<file path="src/rtl/pipe_pkg.sv">
// Shared pipeline types for the EX-stage forwarding / hazard logic.
package pipe_pkg;

  // Default architectural register address width.
  localparam int REG_AW = 5;

  // Select code meaning "take the operand from the register file".
  localparam int FWD_NONE = 0;

  // One shadow entry per post-EX pipeline stage.
  typedef struct packed {
    logic              v;   // stage holds a real register write
    logic [REG_AW-1:0] rd;  // destination register of that write
    logic              ld;  // the producer is a load (data late)
  } entry_t;

endpackage

</file>
<file path="src/rtl/fwd_src_match.sv">
// Priority matcher for one source operand against all in-flight entries.
// The youngest (lowest index) matching entry wins; ld_hit flags a load
// sitting in the youngest entry that this operand depends on.
module fwd_src_match #(
  parameter int REG_AW = 5,
  parameter int DEPTH  = 2,
  parameter int SELW   = $clog2(DEPTH + 1)
) (
  input  logic                    used,
  input  logic [REG_AW-1:0]       addr,
  input  logic [DEPTH-1:0]        v,
  input  logic [DEPTH*REG_AW-1:0] rd,
  input  logic                    ld0,
  output logic [SELW-1:0]         sel,
  output logic                    ld_hit
);
  import pipe_pkg::*;

  logic [DEPTH-1:0] match;

  // Per-entry address compare; register 0 never matches.
  genvar gi;
  generate
    for (gi = 0; gi < DEPTH; gi++) begin : g_cmp
      assign match[gi] = used & v[gi] & (rd[gi*REG_AW +: REG_AW] == addr) &
                         (addr != '0);
    end
  endgenerate

  // Walk from oldest to youngest so the youngest match overrides.
  always_comb begin
    sel = SELW'(FWD_NONE);
    for (int k = DEPTH - 1; k >= 0; k--) begin
      if (match[k]) sel = SELW'(k + 1);
    end
    ld_hit = match[0] & ld0;
  end

endmodule

</file>
<file path="src/rtl/fwd_hazard_unit.sv">
// EX-stage forwarding select and load-use hazard detection. A shadow shift
// register tracks destination registers of instructions past EX; each source
// operand of the EX instruction is matched against it.
module fwd_hazard_unit #(
  parameter int REG_AW  = pipe_pkg::REG_AW,
  parameter int DEPTH   = 2,
  parameter int NUM_SRC = 2,
  parameter int CNT_W   = 16,
  localparam int SELW   = $clog2(DEPTH + 1)
) (
  input  logic                      clk,
  input  logic                      rst_n,
  input  logic                      hold_i,
  input  logic                      flush_i,
  input  logic                      ex_valid_i,
  input  logic                      ex_regwrite_i,
  input  logic                      ex_is_load_i,
  input  logic [REG_AW-1:0]         ex_rd_i,
  input  logic [NUM_SRC-1:0]        src_used_i,
  input  logic [NUM_SRC*REG_AW-1:0] src_addr_i,
  output logic [NUM_SRC*SELW-1:0]   fwd_sel_o,
  output logic                      hazard_stall_o,
  output logic [CNT_W-1:0]          stall_cnt_o
);
  import pipe_pkg::*;

  entry_t                  entries_reg [DEPTH];
  logic [CNT_W-1:0]        stall_cnt_reg;

  logic [DEPTH-1:0]        v_vec;
  logic [DEPTH*REG_AW-1:0] rd_vec;
  logic [NUM_SRC-1:0]      ld_hit;
  logic                    hazard;
  logic                    bubble;

  // Flatten the entry array for the per-source matchers.
  genvar gi;
  generate
    for (gi = 0; gi < DEPTH; gi++) begin : g_flat
      assign v_vec[gi]                   = entries_reg[gi].v;
      assign rd_vec[gi*REG_AW +: REG_AW] = entries_reg[gi].rd;
    end

    for (gi = 0; gi < NUM_SRC; gi++) begin : g_src
      fwd_src_match #(
        .REG_AW (REG_AW),
        .DEPTH  (DEPTH),
        .SELW   (SELW)
      ) u_match (
        .used   (src_used_i[gi]),
        .addr   (src_addr_i[gi*REG_AW +: REG_AW]),
        .v      (v_vec),
        .rd     (rd_vec),
        .ld0    (entries_reg[0].ld),
        .sel    (fwd_sel_o[gi*SELW +: SELW]),
        .ld_hit (ld_hit[gi])
      );
    end
  endgenerate

  // A killed instruction never stalls, so flush overrides the hazard.
  assign hazard = ex_valid_i & ~flush_i & (|ld_hit);
  assign bubble = flush_i | hazard | ~ex_valid_i;

  assign hazard_stall_o = hazard;
  assign stall_cnt_o    = stall_cnt_reg;

  // Advance the shadow pipeline and count stall cycles unless frozen.
  always_ff @(posedge clk or negedge rst_n) begin
    if (!rst_n) begin
      for (int k = 0; k < DEPTH; k++) entries_reg[k] <= '0;
      stall_cnt_reg <= '0;
    end else if (!hold_i) begin
      for (int k = DEPTH - 1; k >= 1; k--) entries_reg[k] <= entries_reg[k-1];
      if (bubble) begin
        entries_reg[0] <= '0;
      end else begin
        entries_reg[0].v  <= ex_regwrite_i & (ex_rd_i != '0);
        entries_reg[0].rd <= ex_rd_i;
        entries_reg[0].ld <= ex_is_load_i;
      end
      if (hazard && (stall_cnt_reg != '1)) stall_cnt_reg <= stall_cnt_reg + 1'b1;
    end
  end

endmodule
</file>
<file path="config.mk">
export PLATFORM = sky130hd
export DESIGN_NAME = fwd_hazard_unit
export DESIGN_NICKNAME = d
export VERILOG_FILES = /design/src/rtl/pipe_pkg.sv /design/src/rtl/fwd_src_match.sv /design/src/rtl/fwd_hazard_unit.sv
export SDC_FILE = /design/constraint.sdc
export NUM_CORES = 1
export LEC_CHECK = 0
export BUFFER_PORTS_ARGS = -buffer_cell sky130_fd_sc_hd__buf_2
export CAP_MARGIN = 20
export CORE_MARGIN = 2
export CORE_UTILIZATION = 46
export DETAILED_ROUTE_END_ITERATION = 8
export PLACE_DENSITY = 0.8
export SLEW_MARGIN = 20
export SYNTH_ARGS = -nofsm -noshare
export SYNTH_HDL_FRONTEND = slang
export SYNTH_SLANG_ARGS = --single-unit
</file>
<file path="constraint.sdc">
create_clock -name clk -period 2 [get_ports clk]
set_input_delay 0.4 -clock clk [delete_from_list [all_inputs] [get_ports clk]]
set_output_delay 0.4 -clock clk [all_outputs]
set_load 0.02 [all_outputs]
</file>
Word level (Yosys, flattened, before mapping)
Cells that the tools add are included.
{ "totals": {"register_bits": 29, "in_bits": 24, "out_inout_bits": 21, "wordCells": 45} }
{ "op_classes": {"n_addsub": 1, "eq_ne": 5, "mux": 5, "n_bitwise": 22, "reduce_logical": 6} }
{ "ops": {"columns": ["op", "n"], "rows": [
  ["5-bit equality test", 4],
  ["1-bit bitwise AND", 17],
  ["16-bit by 1-bit adder with 16-bit output (second input constant)", 1],
  ["16-bit != test (second input constant)", 1],
  ["5-bit nonzero test", 3],
  ["2-bit two-way mux", 4],
  ["7-bit two-way mux", 1],
  ["1-bit NOT", 3],
  ["1-bit OR", 2],
  ["2-bit AND reduction", 1],
  ["2-bit OR reduction", 1],
  ["1-bit logical AND", 1]
]} }

Logic depth before layout (Yosys ltp)
Gate-level depths: netlist (run 1).
{ "depth": {"depth_word": 9, "mapped_depth": 8, "mapped_depth_nobuf": 7} }

Hierarchy
A second synthesis (run 1) with hierarchy kept.
{ "unflattened": {"cells_unflattened": 142, "hier_area_um2": 1574.0} }
{ "modules_own_cells": {"columns": ["module", "n_inst", "cells_per_inst", "area_per_inst_um2", "seq_area_each_um2"], "rows": [
  ["fwd_hazard_unit", 1, 104, 1248.7, 725.7],
  ["fwd_src_match", 2, 19, 162.7, 0.0]
]} }

Worst setup path before layout (run 1)
Ideal clock, no wire load.
{ "synth_path": {"path_type": "register -> output", "startpoint": "register, netlist name entries_reg[10]", "endpoint": "output hazard_stall_o", "t_arrival_ns": 1.837, "required_time_ns": 1.600, "setup_slack_ns": -0.237, "path_stages_with_launch": 6, "path_buffers": 0, "path_cell_list": "dfrtp_1 xnor2_1 nand4_1 nor3_2 o21ai_4 nor3b_1"} }
{ "synth_between": {"elab_chain_cells": 6, "elab_cells_between_ends": 10, "cone_classes": "2 x eq/ne; 7 x bitwise; 1 x reduce/logical"} }
{ "synth_rtl": {"columns": ["item", "line", "source"], "rows": [
  ["5-bit equality test", "fwd_src_match.sv:25", "assign match[gi] = used & v[gi] & (rd[gi*REG_AW +: REG_AW] == addr) &"],
  ["1-bit bitwise AND (2 in series)", "fwd_src_match.sv:25", null],
  ["1-bit bitwise AND", "fwd_src_match.sv:36", "ld_hit = match[0] & ld0;"],
  ["2-bit OR reduction (*)", "fwd_hazard_unit.sv:62", "assign hazard = ex_valid_i & ~flush_i & (|ld_hit);"],
  ["1-bit bitwise AND (*)", "fwd_hazard_unit.sv:62", null],
  ["end, declared", "fwd_hazard_unit.sv:22", "output logic hazard_stall_o,"]
]} }
Every way passes the cells marked *; elsewhere a longest branch is shown, timed or not.

Worst setup path in the final report (run 1)
{ "layout_path": {"startpoint": "register, netlist name entries_reg[11]", "endpoint": "output hazard_stall_o"} }
{ "layout_between": {"elab_chain_cells": 6, "elab_cells_between_ends": 10, "cone_classes": "2 x eq/ne; 7 x bitwise; 1 x reduce/logical"} }
{ "layout_rtl": {"columns": ["item", "line"], "rows": [
  ["5-bit equality test", "fwd_src_match.sv:25"],
  ["1-bit bitwise AND (2 in series)", "fwd_src_match.sv:25"],
  ["1-bit bitwise AND", "fwd_src_match.sv:36"],
  ["2-bit OR reduction (*)", "fwd_hazard_unit.sv:62"],
  ["1-bit bitwise AND (*)", "fwd_hazard_unit.sv:62"]
]} }
Marks and branches as above.

==> results.md, run 1 <==
- Tcrit/Tclk final: 1.09
- Die ar.: approximately 3900 um2
- Peak VDD IR: approximately 0.4 mV
- Violated checks: negative setup slack
- DRT antenna net count: 0
- Launch point of the worst reg-to-reg path: entries_reg[11]
- Diode count: 0
- Int Pwr: about 0.00090 W
- Clk buf depth: 2
- Setup TNS: -999 ps
- Nets: ~250
- Clk pwr share: 0.346
- Critical Path AT: roughly 1800 ps
- P per Cell Area: between 500 and 600 nW/um2
- Final Hold Fails: 0
- Starting DRT DRC Count: 34
- Drt pass-1 iters: 4
- Slew Limit Fails: 0
- Sw frac: 0.257
- Gr usage total: 0.213
- NetSw: 0.000311 W
- R2R Path End: stall_cnt_o[10]
- Clock sink count: 29
- Hold WC Path Type: input port to async pin
- Antenna violations before repair: 0
- Max Clk Rate: roughly 460 MHz
- Largest net degree at the start of global routing: 30
- GPL Wtd Cong: about 0.84
- Yosys cell types: 31
- Worst-Skew Late Latency: around 340 ps
- CP Max Fanout: 3
- Actual slew at the worst max-slew pin: ~630 ps
- Comb power frac: 0.139
- Reg2Reg Setup Slack: -60 ps
- Cts bufs inserted: 5
- Vias: 1371
- Cell area after layout: approximately 2300 um2
- Cell Area, Synth: 1590 um2
- First-pass GRT wire length: 6370 um
- Clock skew: approximately 5.5 ps
- Dpl hpwl: about 2800 um
- Mean Syn Cell Area: between 10 and 15 um2
- Ys Warns: 0
- Register area share after synthesis: 0.456
- Num ports: 45
- Buffers on Ports: between 40 and 50
- Max reg flops: 16
- R2R cell count: 8
- Final WS setup: -189 ps
- Fin crit period: 2190 ps
- Initial Utilization: 0.477
- Status: finished with violations
- Max cap viols: 0
- Placed Area: a little over 2000 um2
- Leakage: 1.12 nW
- Crit Path Class: flip-flop to output pin
- Final Power: between 0.001 and 0.0015 W
- DRC: 0
- Routed WL: 3850 um
- Clk pin slew, worst setup/hold paths: 90 ps
- Grt total ovfl: 0
- DR WL/cell: about 14 um
- # H-tree levels: 2
- Cell count after synthesis: around 140
- Seq cells post-synth: 29
- Root buf cell: clkbuf_4
- Critical Path Source Type: flip-flop
- Via density: between 5 and 6
- CTS tree: done
- P&R area growth vs syn: 45.9%
- Layout fillers: around 280
- Max-slew headroom: 0.577
- Part of the power in registers: 0.514
- Core Region: around 3300 um2
- Number of global-route vias before repair: about 1400
- Die Ht: around 63 um
- Layout cells sized above 1: 0.511
- Site row count: 21
- Die X: roughly 63 um
- RSZ-0062 raised after global routing: yes
- Critical path required time: about 1600 ps
- Setup crit end kind: output pin
- Post-synth net total: between 150 and 200
- Final-report setup violation count: 16
-- repair_timing --
action | in CTS | in global routing
gates cloned | 0 | 0
buffers inserted | 8 | 2
resized for setup | 11 | 18
pin swaps | 8 | 3
hold buffers | 0 | 0
endpoints found under the setup margin | 17 | 18
-- power by group through the flow --
stage | clock network (W) | registers (W) | logic [W]
final | 0.000419 | 0.000622 | 0.000169
after CTS | 0.000433 | 0.000622 | 0.000166
after global routing | 0.000458 | 0.000625 | 0.000184
after global placement | 0 | 0.000634 | 0.000146
after detailed placement | 0 | 0.000635 | 0.000150
after floorplan | 0 | 0.000631 | 0.0000729
-- cells in the mapped netlist --
cell,n,share of area
nand2_1,9,0.021
nor3b_1,2,0.0094
dfrtp_1,29,0.46
or2_2,1,0.0039
a32o_1,1,0.0063
nor3_1,7,0.022
nand3_1,7,0.022
buf_6,2,0.014
xnor2_1,19,0.10
nor3_4,1,0.010
and2_1,1,0.0039
xor2_1,16,0.088
or4_4,2,0.014
ha_1,1,0.0079
inv_1,5,0.012
or4_1,2,0.0094
o21ai_2,1,0.0055
mux2_2,7,0.050
nor2_1,9,0.021
nand4_1,2,0.0079
buf_4,1,0.0047
nor3_2,1,0.0063
and4_1,1,0.0055
or3_1,2,0.0079
o21ai_4,2,0.020
nor4_1,3,0.012
nor2b_1,1,0.0039
a22o_1,6,0.033
o2111ai_1,1,0.0055
o211ai_1,1,0.0047
o21bai_2,1,0.0071
-- per-layer routing --
layer | global-route usage | share of wire | up-vias
met5 | 0 | 0 | -
met3 | 0.0450 | 0.048 | 13
li1 | - | - | 669
met1 | 0.260 | 0.43 | 645
met2 | 0.347 | 0.49 | 44
met4 | 0.128 | 0.036 | 0
-- cell type report --
class | count | area [um2] | share of cell area
Inverter | 5 | 18.8 | 0.00808
Timing Repair Buffer | 78 | 531 | 0.228
Sequential cell | 29 | 728 | 0.314
Clock inverter | 1 | 5.00 | 0.00216
Clock buffer | 7 | 65.1 | 0.0280
Multi-Input combinational cell | 107 | 917 | 0.395
Tap cell | 46 | 57.6 | 0.0248
-- logic make-up (layout without fill, tap and decap cells) --
group | after synthesis | in the layout | synth area share
multiplexers | 7 | 7 | 0.0495
XOR/XNOR | 35 | 35 | 0.193
buffers and inverters | 8 | 91 | 0.0307
flip-flops | 29 | 29 | 0.456
AO/OA/AOI/OAI | 13 | 13 | 0.0825
AND/OR/NAND/NOR | 51 | 51 | 0.181
adder cells (fa/ha/maj) | 1 | 1 | 0.00786
-- critical path, cell delays in order, from the launching register on --
cell and delay (ps):
dfrtp_1 430, xnor2_1 160, nand4_1 190, nor3_4 250
o21ai_4 110, nor3b_2 160, buf_4 160
-- per-stage QoR --
| step | cells | utilization | worst slack [ps] | hold slack (ps) |
|---|---|---|---|---|
| after floorplan | 144 | - | -19.1 | 104 |
| after global placement | 255 | 0.612 | -106 | 452 |
| after detailed placement | 255 | 0.612 | -151 | 455 |
| after CTS | 271 | 0.665 | -180 | 69.3 |
| after global routing | 273 | 0.696 | -287 | 96.6 |
| final | 273 | 0.696 | -189 | 62.9 |
-- how the worst max path moves through the flow --
| stage | slack, ps | start | cells past startpoint | endpoint |
|---|---|---|---|---|
| finish | -190 | entries_reg[11] | 6 | hazard_stall_o |
| CTS | -180 | src_addr_i[0] | 7 | fwd_sel_o[1] |
| global placement | -110 | src_addr_i[0] | 7 | hazard_stall_o |
| floorplan | -20 | stall_cnt_o[0] | 6 | stall_cnt_o[1] |
| global route | -290 | entries_reg[8] | 6 | hazard_stall_o |
| detailed placement | -150 | src_addr_i[0] | 8 | stall_cnt_o[4] |
-- layout by cell type, fill, tap and decap left out, drive strengths merged --
| master | netlist | routed |
|---|---|---|
| nor4 | 3 | 3 |
| a32o | 1 | 1 |
| nand4 | 2 | 2 |
| o2111ai | 1 | 1 |
| or3 | 2 | 2 |
| o211ai | 1 | 1 |
| and4 | 1 | 1 |
| nand2 | 9 | 9 |
| a22o | 6 | 6 |
| xnor2 | 19 | 19 |
| nor3 | 9 | 9 |
| ha | 1 | 1 |
| xor2 | 16 | 16 |
| mux2 | 7 | 7 |
| or2 | 1 | 1 |
| nor3b | 2 | 2 |
| clkinv | 0 | 1 |
| o21bai | 1 | 1 |
| nor2 | 9 | 9 |
| nand3 | 7 | 7 |
| buf | 3 | 78 |
| or4 | 4 | 4 |
| nor2b | 1 | 1 |
| inv | 5 | 5 |
| clkbuf | 0 | 7 |
| and2 | 1 | 1 |
| dfrtp | 29 | 29 |
| o21ai | 3 | 3 |
Note: power is estimated with default switching activity, not from simulation.
==> run 2: changes to the inputs <==
--- a/config.mk
+++ b/config.mk
@@ -8,9 +8,9 @@
 export BUFFER_PORTS_ARGS = -buffer_cell sky130_fd_sc_hd__buf_2
 export CAP_MARGIN = 20
 export CORE_MARGIN = 2
-export CORE_UTILIZATION = 46
+export CORE_UTILIZATION = 35
 export DETAILED_ROUTE_END_ITERATION = 8
-export PLACE_DENSITY = 0.8
+export PLACE_DENSITY = 0.62
 export SLEW_MARGIN = 20
 export SYNTH_ARGS = -nofsm -noshare
 export SYNTH_HDL_FRONTEND = slang
==> constraint.sdc (replaced) <==
create_clock -name clk -period 2.7 [get_ports clk]
set_input_delay 0.54 -clock clk [delete_from_list [all_inputs] [get_ports clk]]
set_output_delay 0.54 -clock clk [all_outputs]
set_load 0.02 [all_outputs]
==> run 2 against run 1 <==
The flow now finishes without violations. Clock skew decreased by 1.8 ps. Flip-flop and latch count is the same. Worst hold slack improved by 220 ps. Via count fell by 12%. Sequential share of layout area increased by 5.8 points. Combinational power decreased by 45%. Setup slack gained 330 ps. Global-route usage down 7.0 points. Count of clock-buffer cells in the layout stayed put. Non-clock buffer count decreased by 33. Core utilization fell by 25 points. Critical path type unchanged. Largest power group unchanged.
==> results.md, run 2 (synthesis results as in run 1) <==
- Status: finished, final reports clean
- Post-CTS sizing: 0 (-11)
- FF/Latch Area: 726 um2 (-0.34%)
- Final Hold Fails: 0 (unchanged)
- Vias: 1213 (-12%)
- DRC: 0 (unchanged)
- Top Usage Layer GRT: met2
- Dpl hpwl: 2640 um (-6.9%)
- Worst setup path start: entries_reg[8]
- Worst-Skew Late Latency: 280 ps (-60 ps)
- Final-report setup violation count: 0 (-16)
- Critical path required time: 2160 ps (+560 ps)
- Clock sink count: 29 (unchanged)
- Diode count: 0 (unchanged)
- # H-tree levels: 2 (unchanged)
- Die Ht: 71.4 um (+14%)
- P&R area growth vs syn: 22.9%
- GR Util met1: 0.196 (-0.0640)
- DRT antenna net count: 0 (unchanged)
- Leakage: 0.939 nW (-16%)
- CP Max Fanout: 5 (+2)
- Nets: 218 (-13%)
- Crit Path Class: flip-flop to output pin
- Max cap viols: 0 (unchanged)
- First-pass GRT wire length: 5710 um (-10%)
- Actual slew at the worst max-slew pin: 639 ps (+4.46 ps)
- Cts bufs inserted: 5 (unchanged)
- RSZ-0062 raised after global routing: no
- Via density: 4.93 (-1.8%)
- GRT met3 Usage: 0.0534 (+0.00840)
- Most frequent cells in the layout: 44 x buf_2, 29 x dfrtp_1, 19 x xnor2_1
- Die X: 71.4 um (+14%)
- Gr usage total: 0.144 (-0.0696)
- Peak VDD IR: 0.204 mV (-50%)
- Launch point of the worst reg-to-reg path: entries_reg[8]
- Setup TNS: 0 ps (+999 ps)
- Root buf cell: clkbuf_8
- Tightest hold margin: 282 ps (+219 ps)
- Post-CTS Repair Setup Buffers: 0 (-8)
- Clk pin slew, worst setup/hold paths: 60 ps (-30 ps)
- Clk buf depth: 2 (unchanged)
- Fin crit period: 2560 ps
- Die ar.: 5100 um2 (+29%)
- P per Cell Area: 483 nW/um2 (-7.2%)
- Starting DRT DRC Count: 54 (+59%)
- Hold WC Path Type: input port to async pin
- Critical Path AT: 2020 ps (+230 ps)
- Layout cells sized above 1: 0.356 (-0.155)
- Routed WL: 3440 um (-11%)
- DR WL/cell: 14.0 um (-0.79%)
- GPL Wtd Cong: 0.863 (+2.4%)
- Initial Utilization: 0.366 (-0.111)
- M2 GR Usage: 0.213 (-0.134)
- Drt pass-1 iters: 4 (unchanged)
- Layout fillers: 393 (+41%)
- Hold buffers post-CTS: 0 (unchanged)
- Num ports: 45 (unchanged)
- Setup crit end kind: output pin
- Buffers on Ports: 44 (unchanged)
- Clock skew: 3.71 ps (-1.82 ps)
- Slew Limit Fails: 0 (unchanged)
- Max reg flops: 16 (unchanged)
- Area of the multi-input gates: 817 um2 (-11%)
- Grt total ovfl: 0 (unchanged)
- Tcrit/Tclk final: 0.947
- Core Region: 4350 um2 (+30%)
- Site row count: 24 (+14%)
- Max-slew headroom: 0.574 (-0.00297)
- Critical Path Source Type: flip-flop
- Max Clk Rate: between 300 and 400 MHz
- Antenna violations before repair: 0 (unchanged)
- Largest net degree at the start of global routing: 30 (unchanged)
- Commonest non-fill, non-tap cell in the layout: buf_2
- Number of global-route vias before repair: 1203 (-12%)
- CTS tree: done
==> run 2: routing by layer <==
layer / wire length, um / vias to the layer above
met1: 1540 / 565
met2: 1550 / 47
met4: 38 / 0
met5: 0 / -
met3: 310 / 4
li1: - / 597
==> run 2: path summary, 6_finish.rpt <==
| path | end | slack (ps) | cells past startpoint |
|---|---|---|---|
| setup / recovery | hazard_stall_o | 140 | 6 |
| hold / removal | stall_cnt_o[13] | 280 | 1 |
| setup reg to reg | stall_cnt_o[10] | 450 | 6 |
| hold reg to reg | stall_cnt_o[8] | 490 | 1 |
| max in group asynchronous | stall_cnt_o[9] | 2000 | 1 |
| min in group clk | entries_reg[7] | 490 | 2 |
==> run 2: worst max-delay path, stage by stage, from the launching register on <==
cell and delay [ps]:
dfrtp_1 440, xnor2_1 230, nand4_1 150, nor3_2 430, o21ai_4 110, nor3b_1 180, buf_2 190
==> run 2: power breakdown <==
| group | switching, W | leakage (nW) | internal, W |
|---|---|---|---|
| clock network | 0.000159 | 0.0542 | 0.000230 |
| logic | 0.0000468 | 0.507 | 0.0000467 |
| registers | 0.0000154 | 0.378 | 0.000447 |
==> run 2: stage by stage <==
stage	util	total power, W	std cells	worst slack (ps)	cell area (um2)
floorplan	-	0.000520	144	217	1590
CTS	0.449	0.000961	246	87.9	1960
detailed placement	0.426	0.000566	238	213	1850
finish	0.449	0.000945	246	142	1960
global placement	0.426	0.000566	238	230	1850
global route	0.449	0.000990	246	28.9	1960
==> run 2: final cells by class <==
| type | instances | area share |
|---|---|---|
| clock inverter | 1 | 0.00256 |
| sequential | 29 | 0.371 |
| multi-input combinational | 107 | 0.418 |
| inverter | 5 | 0.00960 |
| clock buffer | 7 | 0.0493 |
| timing repair buffer | 45 | 0.116 |
| tap | 52 | 0.0333 |
==> run 3: changes to the inputs <==
--- a/config.mk
+++ b/config.mk
@@ -7,10 +7,13 @@
 export LEC_CHECK = 0
 export BUFFER_PORTS_ARGS = -buffer_cell sky130_fd_sc_hd__buf_2
 export CAP_MARGIN = 20
+export CELL_PAD_IN_SITES_DETAIL_PLACEMENT = 0
+export CELL_PAD_IN_SITES_GLOBAL_PLACEMENT = 1
 export CORE_MARGIN = 2
-export CORE_UTILIZATION = 35
+export CORE_UTILIZATION = 42
 export DETAILED_ROUTE_END_ITERATION = 8
-export PLACE_DENSITY = 0.62
+export PLACE_DENSITY = 0.88
+export RECOVER_POWER = 25
 export SLEW_MARGIN = 20
 export SYNTH_ARGS = -nofsm -noshare
 export SYNTH_HDL_FRONTEND = slang
==> run 3 against run 2 <==
The run now ends with max-capacitance violations left. Core utilization increased by 8.1 points. Flip-flop and latch count unchanged. Power decreased by 0.27%. Critical path depth unchanged. Cell area decreased by 0.70%. Critical endpoint unchanged. Largest power group unchanged. Highest routed layer unchanged.
==> results.md, run 3 (synthesis results as in run 1) <==
- Critical path required time: 2160 ps (about the same)
- Critical path cell sequence: xnor2_1 > nand4_1 > nor3_2 > o21ai_4 > nor3b_1 > buf_2
- Largest net degree at the start of global routing: 30 (unchanged)
- Slowest stage delay, CP: 440 ps (about the same)
- Drt pass-1 iters: 4 (unchanged)
- Crit Path Class: flip-flop to output pin
- Commonest non-fill, non-tap cell in the layout: buf_2
- Core Util, Final: 0.530 (+0.0813)
- Root buf cell: clkbuf_8
- Most frequent cells in the layout: 43 x buf_2, 29 x dfrtp_1, 19 x xnor2_1
- Placed Area: 1840 um2 (-0.67%)
- Worst-Skew Late Latency: 270 ps (about the same)
- Num ports: 45 (unchanged)
- # H-tree levels: 2 (unchanged)
- Clk buf depth: 2 (unchanged)
- Critical Path Source Type: flip-flop
- Diode count: 0 (unchanged)
- Max cap viols: 1 (+1)
- CP Max Fanout: 5 (unchanged)
- Nets: 217 (-0.46%)
- Place WS: 266 ps (+52.5 ps)
- Core Region: 3660 um2 (-16%)
- Violated checks: max-capacitance violations
- R2R Path End: stall_cnt_o[1]
- RSZ-0062 raised after global routing: no
- Post-CTS sizing: 0 (unchanged)
- Clock sink count: 29 (unchanged)
- Initial Utilization: 0.435 (+0.0692)
- Clk pin slew, worst setup/hold paths: 60 ps (about the same)
- Slew Limit Fails: 0 (unchanged)
- Setup crit end kind: output pin
- Final-report setup violation count: 0 (unchanged)
- Layout cells sized above 1: 0.347 (-0.00852)
- Antenna violations before repair: 0 (unchanged)
- CTS tree: done
- Site row count: 22 (-8.3%)
- P&R area growth vs syn: 22.0%
- Cell area after layout: 1940 um2 (-0.70%)
- Vias: 1231 (+1.5%)
- Launch point of the worst reg-to-reg path: stall_cnt_o[0]
- Final Hold Fails: 0 (unchanged)
- Status: finished with violations
- Hold buffers post-CTS: 0 (unchanged)
- Max-slew headroom: 0.00661 (-0.567)
- Fin crit period: 2470 ps (-86.3 ps)
- Grt total ovfl: 0 (unchanged)
- Dpl hpwl: 2680 um (+1.6%)
- Actual slew at the worst max-slew pin: 1490 ps (+851 ps)
- DRT antenna net count: 0 (unchanged)
- Slowest-stage cell, CP: dfrtp_1
- Min-delay src: stall_cnt_o[10]
- Starting DRT DRC Count: 38 (-30%)
- Max reg flops: 16 (unchanged)
- P per Cell Area: 486 nW/um2 (+0.44%)
- Clock skew: 4.87 ps (+1.15 ps)
- DR WL/cell: 13.8 um (-1.6%)
- Setup TNS: 0 ps (unchanged)
- Number of global-route vias before repair: 1301 (+8.1%)
- Die ar.: 4300 um2 (-16%)
- R2R cell count: 6 (unchanged)
- First-pass GRT wire length: 5890 um (+3.1%)
- Tcrit/Tclk final: 0.915 (-0.0320)
- Die Ht: 65.6 um (-8.2%)
- DRC: 0 (unchanged)
- Leakage: 0.931 nW (-0.86%)
- Buffers on Ports: 44 (unchanged)
- Critical Path AT: 1930 ps (-90 ps)
- Hold path depth: 1
- Die X: 65.6 um (-8.2%)
- GPL Wtd Cong: 0.757 (-12%)
- Final WS setup: 229 ps (+86.3 ps)
- Gr usage total: 0.178 (+0.0346)
- Max Clk Rate: 405 MHz (+3.5%)
- Routed WL: 3310 um (-3.6%)
- Cts bufs inserted: 5 (unchanged)
- Via density: 5.11 (+3.6%)
- Post-CTS Repair Setup Buffers: 0 (unchanged)
- Reg2Reg Setup Slack: 450 ps (about the same)
- Hold EP: stall_cnt_o[10]
- Hold WC Path Type: flip-flop to flip-flop
- Peak VDD IR: 0.345 mV (+69%)
## run 3: cell count changes in the layout (fill, tap and decap cells not counted)
cell	delta
buf_2	-1
buf_4	-1
clkbuf_1	+1
## run 3: stage by stage
step | cells | power [W] | hold WS (ps)
floorplan | 144 | 0.000520 | 244
detailed placement | 233 | 0.000566 | 483
CTS | 241 | 0.000952 | 302
global placement | 233 | 0.000560 | 480
global route | 241 | 0.000983 | 507
finish | 241 | 0.000943 | 493
## run 3: per-layer routing
layer,GRT usage,vias up,part of all wire
met1,0.225,597,0.45
li1,-,599,-
met4,0.0755,0,0.012
met5,0,-,0
met3,0.0514,6,0.049
met2,0.286,29,0.48
## run 3: critical path, delay by kind of cell, from the launching register on
kind	cells	cell delay, ps
buffers and inverters	1	190
flip-flops	1	440
AND/OR/NAND/NOR	3	700
AO/OA/AOI/OAI	1	110
XOR/XNOR	1	230
## run 3: report_power, final
part	total (W)	switching, W	internal [W]
logic	0.0000913	0.0000455	0.0000457
registers	0.000465	0.0000176	0.000447
clock network	0.000387	0.000157	0.000230
## run 3: final cells by class
type,instances,area [um2]
Clock buffer,7,96.3
Clock inverter,1,5.00
Fill cell,323,1720
Inverter,5,18.8
Multi-Input combinational cell,107,817
Sequential cell,29,726
Tap cell,48,60.1
Timing Repair Buffer,44,219
## run 3: worst max-delay path by stage
stage | slack [ps] | end | from | cells after the start
after floorplan | 220 | hazard_stall_o | src_addr_i[7] | 5
after global placement | 300 | stall_cnt_o[1] | src_addr_i[0] | 6
after detailed placement | 270 | hazard_stall_o | src_addr_i[0] | 7
after CTS | 210 | hazard_stall_o | entries_reg[8] | 6
after global routing | 50 | hazard_stall_o | entries_reg[8] | 6
final | 230 | hazard_stall_o | entries_reg[8] | 6
